<file path="src/rtl/lab_pkg.sv">
// Shared constants for the lab arithmetic blocks: FSM state encodings and default width.
package lab_pkg;

    localparam int LAB_WIDTH = 4;

    localparam logic [1:0] S_IDLE = 2'd0;
    localparam logic [1:0] S_RUN  = 2'd1;
    localparam logic [1:0] S_DONE = 2'd2;

    typedef enum logic [1:0] {
        ST_IDLE = S_IDLE,
        ST_RUN  = S_RUN,
        ST_DONE = S_DONE
    } sub_state_t;

endpackage

</file>
<file path="src/rtl/serial_sub_bitsub.sv">
// One-bit full subtractor cell: D = A - B - Bin, with borrow-out.
module bitsub (
    input  logic A,
    input  logic B,
    input  logic Bin,
    output logic D,
    output logic Bout
);

    // Difference and borrow are pure functions of the three input bits.
    always_comb begin
        D    = A ^ B ^ Bin;
        Bout = (~A & B) | (~(A ^ B) & Bin);
    end

endmodule

</file>
<file path="src/rtl/serial_sub.sv">
// Bit-serial subtractor: Dout = Ain - Bin - Bi, one bit per clock, LSB first,
// with a start/busy/done handshake. Results are held until the next done.
module serial_sub
    import lab_pkg::*;
#(
    parameter int WIDTH = LAB_WIDTH
) (
    input  logic             clk,
    input  logic             rst,
    input  logic             start,
    input  logic [WIDTH-1:0] Ain,
    input  logic [WIDTH-1:0] Bin,
    input  logic             Bi,
    output logic             busy,
    output logic             done,
    output logic [WIDTH-1:0] Dout,
    output logic             Bo
);

    localparam int CW = $clog2(WIDTH);
    localparam logic [CW-1:0] LAST = CW'(WIDTH - 1);

    sub_state_t       state;
    logic [CW-1:0]    cnt;
    logic [WIDTH-1:0] a_sr;
    logic [WIDTH-1:0] b_sr;
    logic [WIDTH-1:0] res_sr;
    logic             br;
    logic             d_bit;
    logic             br_next;

    bitsub u_bitsub (
        .A    (a_sr[0]),
        .B    (b_sr[0]),
        .Bin  (br),
        .D    (d_bit),
        .Bout (br_next)
    );

    // FSM, serial datapath and registered handshake/result outputs.
    // The DONE state is a one-cycle hand-off where the finished result and
    // borrow are copied to the output registers; done is visible the cycle
    // after, when the FSM is already back in IDLE and can accept a new start.
    always_ff @(posedge clk) begin
        if (rst) begin
            state  <= ST_IDLE;
            busy   <= 1'b0;
            done   <= 1'b0;
            Dout   <= '0;
            Bo     <= 1'b0;
            cnt    <= '0;
            a_sr   <= '0;
            b_sr   <= '0;
            res_sr <= '0;
            br     <= 1'b0;
        end else begin
            done <= 1'b0;
            case (state)
                ST_IDLE: begin
                    if (start) begin
                        a_sr  <= Ain;
                        b_sr  <= Bin;
                        br    <= Bi;
                        cnt   <= '0;
                        busy  <= 1'b1;
                        state <= ST_RUN;
                    end
                end
                ST_RUN: begin
                    res_sr <= {d_bit, res_sr[WIDTH-1:1]};
                    a_sr   <= {1'b0, a_sr[WIDTH-1:1]};
                    b_sr   <= {1'b0, b_sr[WIDTH-1:1]};
                    br     <= br_next;
                    cnt    <= cnt + 1'b1;
                    if (cnt == LAST) begin
                        state <= ST_DONE;
                    end
                end
                ST_DONE: begin
                    Dout  <= res_sr;
                    Bo    <= br;
                    done  <= 1'b1;
                    busy  <= 1'b0;
                    state <= ST_IDLE;
                end
                default: begin
                    busy  <= 1'b0;
                    state <= ST_IDLE;
                end
            endcase
        end
    end

endmodule

</file>
<file path="config.mk">
export PLATFORM = sky130hd
export DESIGN_NAME = serial_sub
export DESIGN_NICKNAME = d
export VERILOG_FILES = /design/src/rtl/lab_pkg.sv /design/src/rtl/serial_sub_bitsub.sv /design/src/rtl/serial_sub.sv
export SDC_FILE = /design/constraint.sdc
export NUM_CORES = 1
export LEC_CHECK = 0
export ABC_AREA = 1
export BUFFER_PORTS_ARGS = -buffer_cell sky130_fd_sc_hd__buf_2
export CAP_MARGIN = 20
export CORE_UTILIZATION = 57
export CTS_CLUSTER_DIAMETER = 50
export DETAILED_ROUTE_END_ITERATION = 8
export GPL_TIMING_DRIVEN = 0
export PLACE_DENSITY = 0.81
export SYNTH_ARGS = -nofsm -noshare
export SYNTH_HDL_FRONTEND = slang
export SYNTH_SLANG_ARGS = --single-unit
</file>
<file path="constraint.sdc">
create_clock -name clk -period 2.6 [get_ports clk]
set_input_delay 0.52 -clock clk [delete_from_list [all_inputs] [get_ports clk]]
set_output_delay 0.52 -clock clk [all_outputs]
set_load 0.01 [all_outputs]
</file>
; ---- Yosys cells after proc, flatten, opt, wreduce, memory -nomap -nowiden
; Index checks and enable logic that the tools add are counted.
[op_classes]
muxes = 14
n_addsub = 1
reduce_logical = 5
eq_ne = 5
bitwise_logic = 8
[op_table]
columns = operator, n
row1 = 4-bit case mux with 2 select lines, 2
row2 = 4-bit 2-to-1 mux, 2
row3 = 2-bit case mux with 2 select lines, 2
row4 = 2-bit 2-to-1 mux, 3
row5 = 2-bit AND reduction, 3
row6 = "2-bit == test, second input constant", 2
row7 = "2-bit inequality test, second input constant", 2
row8 = 1-bit case mux with 2 select lines, 2
row9 = 1-bit 2-to-1 mux, 3
row10 = 1-bit NOT, 3
row11 = "2-bit by 1-bit adder with 2-bit output, second input constant", 1
row12 = 1-bit bitwise AND, 2
row13 = "2-bit by 1-bit == test with 1-bit output, second input constant", 1
row14 = 2-bit zero test, 1
row15 = 2-bit nonzero test, 1
row16 = 1-bit bitwise XOR, 2
row17 = 1-bit bitwise OR, 1
[word_totals]
elab_cells = 43
output_inout_bits = 7
reg_bits = 24
inputBits = 12

; ---- Logic depth before layout (Yosys ltp)
[depth]
depth_word = 5
depth_mapped = 7
mapped_depth_nobuf = 7

; ---- By module
; From an unflattened synthesis, not the netlist that was laid out.
[hier_totals]
cells_unflattened = 151
hier_area_um2 = 1034.7
[by_module_without_submodules]
columns = module, seq_area_each_um2, area_per_inst_um2, cells_per_inst, instances
row1 = serial_sub, 480.5, 1003.5, 147, 1
row2 = bitsub, 0.0, 31.3, 4, 1

; ---- Worst setup path after synthesis
; OpenSTA, ideal clock, no wires.
[synth_timing]
path_kind = input -> register
start = in rst
end = reg Dout[1]
cell_stages = 5
n_path_buf = 2
required_time_ns = 2.536
setup_ns = 0.064
arrival_ns = 1.079
slack_ns = 1.458
path_cell_list = buf_2 -> inv_1 -> buf_4 -> o21ai_0 -> nor2_1
[synth_lines]
columns = element, line
row1 = start: declaration, serial_sub.sv:9  ; input logic rst,
row2 = end signal: assignment, serial_sub.sv:80  ; Dout <= res_sr;
row3 = end: declaration, serial_sub.sv:16  ; output logic [WIDTH-1:0] Dout,

; ---- Final worst setup path
[layout_timing]
start = reg Dout[3]
end = out Dout[3]
; No word-level cell between the ends.

==> metrics <==
Bufs and invs on worst path 1; worst endpoint data arrival time 0.80 ns; row count 15; H-tree levels 1; transition time of the tightest slew-check pin 0.2805 ns; synthesized area approximately 1000 um2; drt wl/cell 10.92 um; drt pass-1 iters 6; vias per cell a little under 5; CTS hold repair buffers 0; Seq/Total Area, Yosys 46.15%; CTS tree built; Clock Tree Buf Depth 2; initial antenna violation count 0; total of max-cap violations 0; Final WS setup 1.275 ns; critical path data required time ~2.1 ns; outcome finished, final reports clean; worst vdd ir 0.0004895 V; worst skew pair latency 0.32 ns; ys flop type dfxtp_1; Crit Path Max Fanout 2; r2r setup slk ~1.4 ns; post-CTS setup buffer count 0; RSZ-0062 raised after global routing false; r2r endpoint res_sr[3]$_SDFFE_PP0P_; total congestion overflow 0; Yosys reg bits 24; crit path capture Dout[3]; DP HPWL between 1000 and 1500 um; vias in the first global route 844; Syn Inst Count 145; final net count 181; first-pass GRT wire length 3456 um; endpoints failing setup 0; GRT Total Usage 23.36%; post-synth top area share between 40 and 50%; Area contributors post-synth dfxtp_1, nor2_1, nand2_1, o21ai_0, inv_1; Place WS 1.257 ns; GP Congestion 0.7509; final hold violations 0; FFs w/ async S/R, synth 0%; Synth area leader dfxtp_1; syn_area_per_cell ~7.2 um2; hold slack 0.4492 ns; CP Depth 1; Detailed Route Iter0 Violations 29; Netlist cell types 18; Lkg Pwr 0.6120 nW; post-CTS sizing 0; I/O pin total 19; clk root buf clkbuf_4; Startpoint Class flip-flop; share of layout cells above drive strength 1 18.67%; CTS sink count 24; CP endpoint kind primary output; WL final 2086 um; Slew Viols, Final 0; die width 44.74 um; Final TNS setup 0 ns; Antenna Cells 0; worst-case reg-to-reg path depth 4; Max Fclk about 750 MHz; crit share post-route 50.96%; EDFF count, synth 0; Total Die Area around 2000 um2; die height 44.74 um; largest stage delay on the critical path 0.36 ns; I/O Buffers 17; Starting Density 60.29%; Final min period 1.325 ns; Rel. slew slack 81.23%; largest net degree at the start of global routing 15; Syn Nets between 150 and 200; Via Count 938; Core ar. 1727 um2; Clock transition at path regs 0.13 ns; DRC viols 0; Worst Setup SP Dout[3]$_SDFFE_PP0P_; TritonCTS Buffers 3; most common library cells after synthesis nor2_1, nand2_1, dfxtp_1, inv_1, o21ai_0; reg-to-reg critical path startpoint b_sr[0]$_SDFFE_PP0P_; CP top delay family flip-flops; post-route antenna net violation count 0; YS warnings 0; worst hold path type in -> reg; CP cell instances buf_2; Power Dens Cells 643.8 nW/um2; slowest cell on the critical path dfxtp_1; Layout Area Growth over Synthesis 16.23%; Fin Clk Skew 0.007547 ns; CP Class reg -> out; count leader, synth nor2_1
## where the power goes
group	switching [mW]	internal (mW)
clock network	0.112	0.156
logic	0.0632	0.0437
registers	0.0142	0.390
## sequential cells by signal, summed over array words and instances, names as in the netlist
signal	cells
busy	1
br	1
cnt	2
state	2
Dout	4
a_sr	4
res_sr	4
done	1
Bo	1
b_sr	4
## layout make-up
| cell class | count | area [um2] |
|---|---|---|
| plain buffers | 5 | 42.54 |
| repair buffers | 17 | 85.08 |
| inverters | 15 | 58.81 |
| clock buffers | 3 | 22.52 |
| flip-flops and latches | 24 | 480.5 |
| multi-input cells | 101 | 459.2 |
| clock inverters | 1 | 30.03 |
| well taps | 25 | 31.28 |
| fillers | 170 | 516.7 |
## through the flow
step                instance area, um2  std cells  util [%]  total power, mW
finish                            1210        191     70.07           0.7789
global route                      1210        191     70.07           0.8170
CTS                               1210        191     70.07           0.7838
detailed placement                1157        187     67.03           0.5172
global placement                  1157        187     67.03           0.5125
floorplan                         1041        145         -           0.4873
## cell families after synthesis
logic type | Yosys count | share of synthesized area [%]
AND/OR/NAND/NOR | 83 | 32.21
flip-flops | 24 | 46.15
buffers and inverters | 20 | 9.735
AO/OA/AOI/OAI | 16 | 8.774
adder cells (fa/ha/maj) | 2 | 3.125
## cells in the final DEF, fill, tap and decap left out
cell,count
clkbuf_4,3
nand2_2,1
nand3_1,9
buf_6,2
o21ai_4,1
inv_4,1
ha_1,1
nor2_4,1
inv_2,1
dfxtp_1,24
nor3_1,2
bufinv_16,1
inv_1,13
buf_2,18
nand2_1,34
a21oi_1,5
nor2_1,36
o21ai_0,10
buf_4,2
fa_1,1
## per-layer routing
metal | part of all wire, % | wire (um) | global-route usage [%] | vias to the layer above
li1 | - | - | - | 488
met1 | 43 | 907 | 28.50 | 422
met2 | 52 | 1094 | 40.59 | 24
met3 | 2.8 | 58 | 2.400 | 4
met4 | 1.2 | 26 | 12.12 | 0
met5 | 0 | 0 | 0 | -
## worst min path at each step
stage,cells past startpoint,endpoint,startpoint,slack [ns]
6_report,2,cnt[1]$_SDFFE_PP0P_,rst,0.45
5_1_grt,2,cnt[1]$_SDFFE_PP0P_,rst,0.45
4_1_cts,2,cnt[1]$_SDFFE_PP0P_,rst,0.45
3_5_place_dp,2,b_sr[3]$_SDFFE_PP0P_,b_sr[3]$_SDFFE_PP0P_,0.45
3_3_place_gp,2,cnt[1]$_SDFFE_PP0P_,cnt[1]$_SDFFE_PP0P_,0.45
2_1_floorplan,2,b_sr[3]$_SDFFE_PP0P_,b_sr[3]$_SDFFE_PP0P_,0.44
## worst register-to-register path, cell delays in order, from the launching register on
cell	delay, ns
dfxtp_1	0.33
inv_1	0.06
fa_1	0.49
o21ai_0	0.21
nor2_1	0.06
Power figures use the tool's default switching activity.
